**config.mk**
```make
export PLATFORM = sky130hd
export DESIGN_NAME = demux_1to2_reg
export DESIGN_NICKNAME = d
export VERILOG_FILES = /design/src/rtl/demux_1to2_reg_pkg.sv /design/src/rtl/demux_slot.sv /design/src/rtl/demux_1to2_reg.sv
export SDC_FILE = /design/constraint.sdc
export NUM_CORES = 1
export LEC_CHECK = 0
export ABC_CLOCK_PERIOD_IN_PS = 2000
export BUFFER_PORTS_ARGS = -buffer_cell sky130_fd_sc_hd__clkbuf_2
export CORE_MARGIN = 2
export CORE_UTILIZATION = 47
export DETAILED_ROUTE_END_ITERATION = 7
export PLACE_DENSITY_LB_ADDON = 0.3
export SLEW_MARGIN = 0
export SYNTH_ARGS = -nofsm -noshare
export SYNTH_HDL_FRONTEND = slang
export SYNTH_SLANG_ARGS = --single-unit
```
**constraint.sdc**
```tcl
create_clock -name clk -period 2 [get_ports clk]
set_clock_uncertainty 0.1 [all_clocks]
set_input_delay 0.6 -clock clk [delete_from_list [all_inputs] [get_ports clk]]
set_output_delay 0.6 -clock clk [all_outputs]
set_load 0.02 [all_outputs]
```
**src/rtl/demux_1to2_reg_pkg.sv**
```systemverilog
// Shared steering definitions for the demux_1to2_reg slice.
// Holds the port-select encodings and the default widths reused by the
// steering blocks (muxes and demuxes) of the datapath.
package demux_1to2_reg_pkg;

    // Port-select encodings carried on the sel input of steering blocks
    localparam logic DEMUX_SEL_P0 = 1'b0;
    localparam logic DEMUX_SEL_P1 = 1'b1;

    // Default widths for the datapath and the optional beat counters
    localparam int DEMUX_DEFAULT_WIDTH     = 32;
    localparam int DEMUX_DEFAULT_CNT_WIDTH = 16;

endpackage : demux_1to2_reg_pkg

```
**src/rtl/demux_slot.sv**
```systemverilog
// One-entry output holding slot for the 1-to-2 demux.
// The slot captures a beat on load and presents it until the consumer
// takes it. free tells the producer side that a load this cycle will
// not overwrite an undelivered beat: either the slot is empty, or the
// beat in it is being drained on this same edge.
module demux_slot #(
    parameter int WIDTH = 32
) (
    input  logic             clk,
    input  logic             rst_n,
    input  logic             load,
    input  logic [WIDTH-1:0] load_data,
    output logic [WIDTH-1:0] out_data,
    output logic             out_valid,
    input  logic             out_ready,
    output logic             free
);

    logic             full;
    logic [WIDTH-1:0] data;

    // Consumer side can take the current beat this cycle
    logic drain;
    assign drain = full & out_ready;

    assign free      = ~full | out_ready;
    assign out_valid = full;
    assign out_data  = data;

    // Slot state: a load wins over a drain so back-to-back beats stream
    // at one per cycle; an emptied slot keeps its last data on the bus.
    always_ff @(posedge clk or negedge rst_n) begin
        if (!rst_n) begin
            // NOTE: the data register is reset as well as the flag, because
            // the outputs must read zero while reset is held; a plain
            // datapath register would normally be left unreset.
            full <= 1'b0;
            data <= '0;
        end else begin
            // NOTE: non-blocking assignments keep every flop sampling the
            // pre-edge values, so full and data update as one atomic step.
            if (load) begin
                full <= 1'b1;
                data <= load_data;
            end else if (drain) begin
                full <= 1'b0;
            end
        end
    end

endmodule : demux_slot

```
**src/rtl/demux_1to2_reg.sv**
```systemverilog
// Registered 1-to-2 demultiplexer with valid/ready handshakes.
// Steers each input beat into the output slot named by in_sel. Each
// port has its own one-entry slot, so a stalled consumer on one port
// never blocks traffic bound for the other. in_ready depends only on
// in_sel and the selected slot's state/ready, never on in_valid.
//
// Build option: define DEMUX_CNT_EN to add the per-port delivered-beat
// counters cnt0/cnt1 (CNT_WIDTH bits, wrapping). Without it the counter
// ports and logic do not exist and the datapath is unchanged.
module demux_1to2_reg
    import demux_1to2_reg_pkg::*;
#(
    parameter int WIDTH = DEMUX_DEFAULT_WIDTH
`ifdef DEMUX_CNT_EN
    ,
    parameter int CNT_WIDTH = DEMUX_DEFAULT_CNT_WIDTH
`endif
) (
    input  logic                 clk,
    input  logic                 rst_n,
    input  logic [WIDTH-1:0]     in_data,
    input  logic                 in_sel,
    input  logic                 in_valid,
    output logic                 in_ready,
    output logic [WIDTH-1:0]     out0_data,
    output logic                 out0_valid,
    input  logic                 out0_ready,
    output logic [WIDTH-1:0]     out1_data,
    output logic                 out1_valid,
    input  logic                 out1_ready
`ifdef DEMUX_CNT_EN
    ,
    output logic [CNT_WIDTH-1:0] cnt0,
    output logic [CNT_WIDTH-1:0] cnt1
`endif
);

    logic free0;
    logic free1;
    logic load0;
    logic load1;

    // Ready mux and load decode: only the selected slot can be loaded,
    // and only when it can take a beat on this edge.
    always_comb begin
        // NOTE: every output of this block gets a default first so no
        // path through the branches leaves one unassigned (no latches).
        in_ready = 1'b0;
        load0    = 1'b0;
        load1    = 1'b0;
        if (in_sel == DEMUX_SEL_P1) begin
            in_ready = free1;
            load1    = in_valid & free1;
        end else begin
            in_ready = free0;
            load0    = in_valid & free0;
        end
    end

    demux_slot #(
        .WIDTH (WIDTH)
    ) u_slot0 (
        .clk       (clk),
        .rst_n     (rst_n),
        .load      (load0),
        .load_data (in_data),
        .out_data  (out0_data),
        .out_valid (out0_valid),
        .out_ready (out0_ready),
        .free      (free0)
    );

    demux_slot #(
        .WIDTH (WIDTH)
    ) u_slot1 (
        .clk       (clk),
        .rst_n     (rst_n),
        .load      (load1),
        .load_data (in_data),
        .out_data  (out1_data),
        .out_valid (out1_valid),
        .out_ready (out1_ready),
        .free      (free1)
    );

`ifdef DEMUX_CNT_EN
    // Delivered-beat counters: one step per output handshake, wrapping
    // naturally at 2^CNT_WIDTH.
    always_ff @(posedge clk or negedge rst_n) begin
        if (!rst_n) begin
            cnt0 <= '0;
            cnt1 <= '0;
        end else begin
            if (out0_valid && out0_ready) begin
                cnt0 <= cnt0 + 1'b1;
            end
            if (out1_valid && out1_ready) begin
                cnt1 <= cnt1 + 1'b1;
            end
        end
    end
`endif

endmodule : demux_1to2_reg

```
==> reports/results.tsv, run 1 <==
stage	metric	value	unit
power_and_ir_drop	PD cells	1070	nW/µm²
setup_path	CP Capture Type	output port	
grt	GR Overflow Total	0	
setup_path	Worst Path Required	1.30	ns
logic_synthesis	Gate Count Post-Synth	146	
die	I/O pin cnt	105	
clock_tree	Clock Latency Late Sink	0.32	ns
logic_synthesis	number of synthesized flops with an enable pin	0	
setup_path	Critical Path AT	1.23	ns
clock_tree	Worst-path clk slew	0.06	ns
setup_path	kind of cell adding the most delay to the critical path	flip-flops	
logic_synthesis	sequential area share after synthesis	65.5	%
logic_synthesis	fraction of registers with async set/reset	100	%
clock_tree	post-CTS sizing	0	
drt	vias per inst	4.86	
timing	unrepaired setup endpoints after global routing	false	
die	Die Y	77.2	µm
grt	vias in the first global route	1637	
clock_tree	clock sinks	66	
cells_and_area	FILL cells	428	
power_and_ir_drop	leakage power total	1.59	nW
setup_path	Worst Setup EP	in_ready	
logic_synthesis	Synth Register Bits	66	
cells_and_area	synth-to-layout area growth	29.7	%
logic_synthesis	Post-synth top flop	dfrtp_1	
clock_tree	TritonCTS clock tree	built	
logic_synthesis	Post-Syn Area per Cell	17.3	µm²
logic_synthesis	top cell type's share of synthesized area	65.5	%
setup_path	critical path's slowest cell	dfrtp_1	
timing	Fin Setup TNS	0	ns
timing	fin crit period	1.93	ns
logic_synthesis	most common cell in the netlist	dfrtp_1	
drt	DRC	0	
min_path	worst min-delay path category	input pin to asynchronous set/reset pin	
die	Core ar.	5140	µm²
cells_and_area	Antenna Cells	0	
grt	initial antenna violation count	0	
clock_tree	CTS Buffer Depth	2	
logic_synthesis	Synth area leader	dfrtp_1	
timing	Least-Margin Pin Slew	0.342	ns
drt	drt pass-1 iters	4	
placement	routability cong.	0.711	
clock_tree	TritonCTS buffer count	9	
logic_synthesis	top post-synthesis cells by area	dfrtp_1 (66%), mux2_2 (28%), buf_6 (1.8%)	
die	die width	77.2	µm
die	die area	5960	µm²
timing	Hold Fails Final Rpt	0	
die	number of cell rows	26	
setup_path	slowest cell delay on critical path	0.38	ns
placement	dpl ws	0.0797	ns
logic_synthesis	yosys warns	0	
setup_path	RR Endpoint	u_slot0.out_data[5]	
run	Max-Cap Viols	0	
drt	DRT Wirelength	4.79	mm
setup_path	CP cell instances	and2b_1 > a21oi_1 > clkbuf_2	
logic_synthesis	Post-Synthesis Cell Area	2520	µm²
clock_tree	post-CTS setup buffers	0	
cells_and_area	Final #Nets	297	
setup_path	crit path launch	u_slot1.out_valid	
timing	fmax	517	MHz
drt	DR vias	1603	
drt	Antenna Violating Nets Remaining	0	
setup_path	Startpoint Class	flop	
logic_synthesis	synth cell count leaders	dfrtp_1 (66), mux2_2 (62), buf_6 (4)	
timing	final setup margin	0.0656	ns
clock_tree	hold_buf cts	0	
grt	largest net degree at the start of global routing	67	
drt	First DRT Iteration DRCs	26	
placement	HPWL Detailed	3.38	mm
timing	Slew Limit Fails	0	
status	status	complete, no violations	
timing	Setup Viol. Count Final	0	
setup_path	crit-path max FO	3	
grt	Total GRT Usage	16.8	%
setup_path	type of the worst setup path	flop to output port	
setup_path	launching point of the worst reg2reg path	u_slot0.out_valid	
setup_path	Reg2Reg Depth	4	
timing	Max-slew headroom	77.2	%
logic_synthesis	distinct cell type count after synthesis	15	
logic_synthesis	Mapped Nets	184	
drt	routed len/inst	14.5	µm
placement	Port Buf Inserts	104	
die	Initial Util	49.0	%
clock_tree	CTS H-tree lvls	3	
setup_path	Reg2Reg Setup Slack	0.47	ns
setup_path	CP Buf/Inv Count	1	
timing	period utilization	96.7	%
setup_path	critical path depth	3	
power_and_ir_drop	worst vdd ir	0.623	mV
clock_tree	clk root buf	clkbuf_8	
cells_and_area	fraction of layout cells with a size suffix above 1	70.8	%
grt	first-pass GRT wire length	7.71	mm
flip-flops by register name (all words and copies together), names as in the netlist:
register / flops
u_slot1.out_data: 32
u_slot0.out_valid: 1
u_slot0.out_data: 32
u_slot1.out_valid: 1
worst register-to-register path: stages, from the launching register on:
cell      delay, ns
dfrtp_1        0.39
nand2b_2       0.09
nor3b_4        0.21
buf_12         0.24
mux2_2         0.38
per-stage QoR:
| step | total power [mW] | instance area, µm² | hold slack [ns] | util [%] | cells |
|---|---|---|---|---|---|
| after floorplan | 2.29 | 2520 | 0.204 | - | 146 |
| after global placement | 2.64 | 3120 | 0.369 | 60.8 | 318 |
| after detailed placement | 2.67 | 3120 | 0.379 | 60.8 | 318 |
| after CTS | 3.56 | 3270 | 0.197 | 63.6 | 330 |
| after global routing | 3.68 | 3270 | 0.212 | 63.6 | 330 |
| final | 3.51 | 3270 | 0.189 | 63.6 | 330 |
how the worst min path moves through the flow:
stage          slack, ns              endpoint                 from  cells after the start
2_1_floorplan       0.20   u_slot0.out_data[0]                rst_n                      0
3_3_place_gp        0.37   u_slot1.out_data[6]  u_slot1.out_data[6]                      1
3_5_place_dp        0.38   u_slot1.out_data[5]  u_slot1.out_data[5]                      1
4_1_cts             0.20  u_slot1.out_data[16]                rst_n                      2
5_1_grt             0.21  u_slot0.out_data[11]                rst_n                      2
6_report            0.19   u_slot1.out_data[4]                rst_n                      2
routing by layer:
layer  global-route usage, %  wire, µm  part of all wire [%]  up-vias
met5                       0         0                     0        -
met4                    8.04        63                   1.3        0
li1                        -         -                     -      737
met1                    20.1      2010                    42      801
met2                    27.7      2410                    50       59
met3                    5.06       314                   6.6        6
power by group:
part           internal, mW  total, mW  switching, mW
Sequential             1.58       1.70          0.122
Combinational         0.392      0.935          0.543
Clock                 0.454      0.875          0.421
cell type report:
class	instances	area [µm²]	area share, %
clock buffer	11	141	4.32
clock inverter	1	5.00	0.153
inverter	1	3.75	0.115
multi-input combinational	73	792	24.2
sequential	66	1650	50.5
tap	70	87.6	2.68
timing repair buffer	108	588	18.0
kinds of logic (layout without fill, tap and decap cells):
| group | Yosys count | count (layout) | share of synthesized area, % |
|---|---|---|---|
| flip-flops | 66 | 66 | 65.5 |
| multiplexers | 64 | 64 | 28.6 |
| AND/OR/NAND/NOR | 7 | 7 | 2.43 |
| buffers and inverters | 7 | 121 | 3.03 |
| AO/OA/AOI/OAI | 2 | 2 | 0.397 |
placed cells by master (no fill, tap or decap), drive strengths merged, types with 2 or more instances in the layout:
cell,synthesis,routed
clkbuf,2,114
buf,4,5
mux2,64,64
nor2,2,2
dfrtp,66,66
Power figures use the tool's default switching activity.
==> inputs of run 2 (changes only) <==
PLACE_DENSITY = 0.79   (was default)
PLACE_DENSITY_LB_ADDON = default   (was 0.3)
==> run 2 against run 1 <==
Effect of this change:
- cell count is 1.5% higher
- cell area is 3.2% higher
- largest power group unchanged
- combinational power hardly changed
- critical endpoint unchanged
- maximum frequency is 1.2% higher
- critical path type unchanged
==> reports/results.tsv, run 2 (same netlist as run 1, synthesis figures left out) <==
stage	metric	value	unit	change
power_and_ir_drop	clock group share of total power	31.5	%	+6.5 points
power_and_ir_drop	leakage power total	1.64	nW	+2.8%
run	Max-Cap Viols	0		unchanged
setup_path	Startpoint Class	flop		
drt	drt pass-1 iters	4		unchanged
die	number of cell rows	26		unchanged
drt	Antenna Violating Nets Remaining	0		unchanged
power_and_ir_drop	Pint	2.71	mW	+12%
timing	fmax	523	MHz	+1.2%
timing	Slew Limit Fails	0		unchanged
placement	Port Buf Inserts	104		unchanged
setup_path	CP cell instances	and2b_1 > a21oi_1 > buf_2		
cells_and_area	commonest non-fill, non-tap cell in the layout	clkbuf_2		
setup_path	RR Endpoint	u_slot0.out_data[4]		
placement	HPWL Detailed	3.51	mm	+3.9%
clock_tree	clk root buf	clkbuf_8		
min_path	worst min-delay path category	input pin to asynchronous set/reset pin		
status	status	complete, no violations		
cells_and_area	Core Util, Final	65.7	%	+2.0 points
setup_path	kind of cell adding the most delay to the critical path	flip-flops		
grt	first-pass GRT wire length	7.66	mm	-0.71%
power_and_ir_drop	Seq pwr share	44.2	%	-4.2 points
grt	GR Overflow Total	0		unchanged
clock_tree	clock sinks	66		unchanged
clock_tree	post-CTS setup buffers	0		unchanged
placement	routability cong.	0.776		+9.3%
placement	Placed Instances	319		+0.31%
setup_path	CP Capture Type	output port		
setup_path	slowest cell delay on critical path	0.37	ns	about the same
timing	fin crit period	1.91	ns	-0.0238 ns
power_and_ir_drop	Sw Pwr	1.14	mW	+5.4%
setup_path	CP Buf/Inv Count	1		unchanged
clock_tree	TritonCTS clock tree	built		
die	I/O pin cnt	105		unchanged
drt	routed len/inst	14.2	µm	-2.5%
cells_and_area	Antenna Cells	0		unchanged
cells_and_area	Final #Nets	298		+0.34%
timing	Hold Fails Final Rpt	0		unchanged
timing	period utilization	95.5	%	-1.2 points
drt	DRC	0		unchanged
clock_tree	hold_buf cts	0		unchanged
setup_path	Critical Path AT	1.21	ns	-0.02 ns
grt	vias in the first global route	1622		-0.92%
power_and_ir_drop	switching part of the total	29.7	%	-1.2 points
clock_tree	Clock Latency Late Sink	0.33	ns	about the same
setup_path	launching point of the worst reg2reg path	u_slot0.out_valid		
die	die area	5960	µm²	unchanged
setup_path	critical path's slowest cell	dfrtp_1		
die	Initial Util	49.0	%	unchanged
grt	initial antenna violation count	0		unchanged
die	Core ar.	5140	µm²	unchanged
die	Die Y	77.2	µm	unchanged
power_and_ir_drop	PD cells	1140	nW/µm²	+6.3%
setup_path	crit-path max FO	3		unchanged
timing	Hold WS	0.0928	ns	-0.0966 ns
drt	DRT Wirelength	4.74	mm	-1.0%
setup_path	Reg2Reg Depth	4		unchanged
setup_path	Worst Path Required	1.30	ns	about the same
cells_and_area	synth-to-layout area growth	33.9	%	
grt	met3 Use GR	5.18	%	+0.12 points
timing	unrepaired setup endpoints after global routing	false		
drt	DR vias	1611		+0.50%
timing	Fin Setup TNS	0	ns	unchanged
drt	vias per inst	4.81		-1.0%
clock_tree	CTS Buffer Depth	2		unchanged
drt	First DRT Iteration DRCs	39		+50%
grt	M1 GR Usage	20.7	%	+0.59 points
timing	Least-Margin Pin Slew	0.425	ns	+0.0826 ns
clock_tree	Worst-path clk slew	0.07	ns	about the same
grt	M2 GR Usage	26.7	%	-1.0 points
setup_path	Reg2Reg Setup Slack	0.49	ns	+0.02 ns
cells_and_area	most frequent cells in the layout	clkbuf_2 (103), dfrtp_1 (66), mux2_2 (62), clkbuf_8 (10), buf_12 (5)		
setup_path	type of the worst setup path	flop to output port		
die	die width	77.2	µm	unchanged
setup_path	critical path depth	3		unchanged
cells_and_area	Final Non-Filler Cells	335		+1.5%
timing	Max-slew headroom	71.7	%	-5.5 points
clock_tree	CTS H-tree lvls	3		unchanged
clock_tree	TritonCTS buffer count	9		unchanged
grt	largest net degree at the start of global routing	33		-51%
timing	Setup Viol. Count Final	0		unchanged
grt	Total GRT Usage	16.9	%	+0.055 points
cells_and_area	fraction of layout cells with a size suffix above 1	71.3	%	+0.55 points
power_and_ir_drop	Gate power share	24.3	%	-2.4 points
power_and_ir_drop	worst vdd ir	0.584	mV	-6.4%
grt	gr busiest metal	met2		
==> run 2: power by group through the flow <==
| stage | combinational (mW) | sequential, mW | clock, mW |
|---|---|---|---|
| after floorplan | 0.273 | 2.01 | 0 |
| after global placement | 0.937 | 1.71 | 0 |
| after detailed placement | 0.953 | 1.72 | 0 |
| after CTS | 0.953 | 1.70 | 1.25 |
| after global routing | 0.996 | 1.73 | 1.30 |
| final | 0.936 | 1.70 | 1.21 |
==> run 2: repair_timing <==
| item | in CTS | in global routing |
|---|---|---|
| hold endpoints to repair | 0 | 0 |
| gates resized for setup | 0 | 1 |
| endpoints found under the setup margin | 0 | 1 |
==> run 2: stage by stage <==
stage	setup WS, ns	cell area (µm²)	power [mW]
2_1_floorplan	0.116	2520	2.29
3_3_place_gp	0.0961	3160	2.65
3_5_place_dp	0.0859	3160	2.68
4_1_cts	0.0404	3370	3.90
5_1_grt	0.00667	3370	4.03
6_report	0.0894	3370	3.85
==> run 2: area by class of cell <==
class	instances	area [µm²]
clock inverter	5	77.6
timing repair buffer	109	621
multi-input combinational	73	792
sequential	66	1650
tap	70	87.6
clock buffer	11	141
fill	401	1770
inverter	1	3.75
==> run 2: worst max path at each step <==
stage,to,startpoint,slack (ns)
finish,in_ready,u_slot1.out_valid,0.09
global route,in_ready,u_slot1.out_valid,0.007
CTS,in_ready,u_slot1.out_valid,0.04
detailed placement,in_ready,out1_ready,0.09
global placement,in_ready,out1_ready,0.1
floorplan,in_ready,out1_ready,0.12
==> run 2: routing by layer <==
layer / vias up / routed length (µm)
met1: 795 / 2020
li1: 741 / -
met2: 67 / 2360
met5: - / 0
met3: 8 / 294
met4: 0 / 72
==> run 2: worst register-to-register path: stages (launching register included) <==
cell,delay (ns)
dfrtp_1,0.40
nand2b_2,0.09
nor3b_4,0.21
buf_12,0.24
mux2_2,0.37
==> inputs of run 3 (changes only) <==
RECOVER_POWER = 50   (was default)
==> run 3 against run 2 <==
Effect of this change:
- sequential share of layout area grew 1.4 points
- worst hold slack gained 0.11 ns
- largest power group unchanged
- cell area shrank 2.7%
==> reports/results.tsv, run 3 (same netlist as run 1, synthesis figures left out) <==
stage	metric	value	unit	change
run	Max-Cap Viols	0		unchanged
cells_and_area	Final #Nets	298		unchanged
grt	Total GRT Usage	16.9	%	unchanged
grt	vias in the first global route	1622		unchanged
drt	routed len/inst	14.3	µm	+0.67%
setup_path	crit-path max FO	3		unchanged
min_path	worst min-delay path category	input pin to asynchronous set/reset pin		
placement	Area after DPL	3160	µm²	unchanged
clock_tree	Clock Latency Late Sink	0.33	ns	about the same
power_and_ir_drop	Seq pwr share	44.5	%	+0.3 points
die	number of cell rows	26		unchanged
placement	dpl ws	0.0859	ns	unchanged
clock_tree	CTS H-tree lvls	3		unchanged
clock_tree	Worst-path clk slew	0.07	ns	about the same
drt	DRC	0		unchanged
clock_tree	TritonCTS buffer count	9		unchanged
timing	Fin Setup TNS	0	ns	unchanged
setup_path	type of the worst setup path	flop to output port		
die	I/O pin cnt	105		unchanged
cells_and_area	Final Instance Area	3280	µm²	-2.7%
clock_tree	CTS Buffer Depth	2		unchanged
cells_and_area	Core Util, Final	63.9	%	-1.8 points
drt	DR vias	1611		unchanged
setup_path	slowest cell delay on critical path	0.37	ns	about the same
drt	Antenna Violating Nets Remaining	0		unchanged
timing	unrepaired setup endpoints after global routing	false		
power_and_ir_drop	leakage power total	1.61	nW	-1.9%
grt	first-pass GRT wire length	7.66	mm	unchanged
clock_tree	clk root buf	clkbuf_8		
timing	fin crit period	1.88	ns	-0.0297 ns
timing	final setup margin	0.119	ns	+0.0297 ns
grt	initial antenna violation count	0		unchanged
grt	largest net degree at the start of global routing	33		unchanged
power_and_ir_drop	PD cells	1170	nW/µm²	+2.2%
setup_path	CP Buf/Inv Count	1		unchanged
clock_tree	TritonCTS clock tree	built		
cells_and_area	synth-to-layout area growth	30.2	%	
die	Initial Util	49.0	%	unchanged
timing	Slew Limit Fails	0		unchanged
placement	HPWL Detailed	3.51	mm	unchanged
setup_path	Reg2Reg Depth	4		unchanged
timing	Least-Margin Pin Slew	0.735	ns	+0.310 ns
power_and_ir_drop	Gate power share	23.8	%	-0.5 points
drt	DRT Wirelength	4.77	mm	+0.67%
timing	Hold Fails Final Rpt	0		unchanged
placement	Port Buf Inserts	104		unchanged
drt	vias per inst	4.81		unchanged
setup_path	kind of cell adding the most delay to the critical path	flip-flops		
die	Die Y	77.2	µm	unchanged
timing	Setup Viol. Count Final	0		unchanged
clock_tree	clock sinks	66		unchanged
die	die width	77.2	µm	unchanged
setup_path	Worst Path Required	1.30	ns	about the same
setup_path	Critical Path AT	1.18	ns	-0.03 ns
setup_path	Reg2Reg Setup Slack	0.25	ns	-0.24 ns
die	die area	5960	µm²	unchanged
setup_path	Startpoint Class	flop		
power_and_ir_drop	Pint	2.69	mW	-0.73%
power_and_ir_drop	Sw Pwr	1.14	mW	-0.40%
drt	drt pass-1 iters	4		unchanged
power_and_ir_drop	worst vdd ir	0.583	mV	-0.10%
power_and_ir_drop	switching part of the total	29.8	%	+0.069 points
cells_and_area	Antenna Cells	0		unchanged
grt	GR Overflow Total	0		unchanged
power_and_ir_drop	clock group share of total power	31.7	%	+0.2 points
timing	Hold WS	0.201	ns	+0.108 ns
timing	fmax	532	MHz	+1.6%
cells_and_area	most frequent cells in the layout	clkbuf_2 (106), dfrtp_1 (66), mux2_2 (62), clkbuf_8 (10)		
placement	routability cong.	0.776		unchanged
status	status	complete, no violations		
setup_path	launching point of the worst reg2reg path	u_slot0.out_valid		
cells_and_area	fraction of layout cells with a size suffix above 1	70.2	%	-1.1 points
setup_path	critical path depth	3		unchanged
setup_path	CP cell instances	and2b_1 > a21oi_1 > buf_2		
drt	First DRT Iteration DRCs	42		+7.7%
setup_path	RR Endpoint	u_slot0.out_data[4]		
cells_and_area	commonest non-fill, non-tap cell in the layout	clkbuf_2		
setup_path	CP Capture Type	output port		
die	Core ar.	5140	µm²	unchanged
timing	Max-slew headroom	51.0	%	-21 points
timing	period utilization	94.0	%	-1.5 points
setup_path	critical path's slowest cell	dfrtp_1		
[run 3: cell types whose count changed in the layout (fill, tap and decap cells not counted)]
cell	previous run	this run
clkbuf_4	0	1
clkbuf_2	103	106
nor3b_4	1	0
nor2_4	1	0
nor2_1	1	2
nor3b_1	0	1
buf_12	5	0
clkbuf_1	1	2
[run 3: through the flow]
stage / cells / power, mW
2_1_floorplan: 146 / 2.29
6_report: 335 / 3.82
5_1_grt: 335 / 4.00
4_1_cts: 335 / 3.90
3_5_place_dp: 319 / 2.68
3_3_place_gp: 319 / 2.65
[run 3: final cells by class]
type                            instances  area (µm²)
Multi-Input combinational cell         73         773
Tap cell                               70        87.6
Timing Repair Buffer                  109         547
Fill cell                             413        1860
Sequential cell                        66        1650
Clock inverter                          5        77.6
Clock buffer                           11         141
Inverter                                1        3.75
[run 3: power groups by stage]
stage	clock, mW	combinational [mW]	sequential [mW]
after detailed placement	0	0.953	1.72
final	1.21	0.911	1.70
after CTS	1.25	0.953	1.70
after global placement	0	0.937	1.71
after global routing	1.30	0.971	1.73
after floorplan	0	0.273	2.01
[run 3: worst max-delay path by stage]
stage / from / endpoint / slack [ns]
after floorplan: out1_ready / in_ready / 0.12
after global placement: out1_ready / in_ready / 0.1
after detailed placement: out1_ready / in_ready / 0.09
after CTS: u_slot1.out_valid / in_ready / 0.04
after global routing: u_slot1.out_valid / in_ready / 0.04
final: u_slot1.out_valid / in_ready / 0.12
[run 3: layer usage]
metal | vias to the layer above | track usage, % | routed length [µm]
met3 | 8 | 5.18 | 286
met2 | 67 | 26.7 | 2380
li1 | 742 | - | -
met4 | 0 | 9.11 | 72
met5 | - | 0 | 0
met1 | 794 | 20.7 | 2040
[run 3: timing repair]
| action | in CTS | in global routing |
|---|---|---|
| hold buffers | 0 | 0 |
| setup endpoints to repair | 0 | 1 |
| setup buffers | 0 | 0 |
| resized for setup | 0 | 1 |
| endpoints found under the hold margin | 0 | 0 |
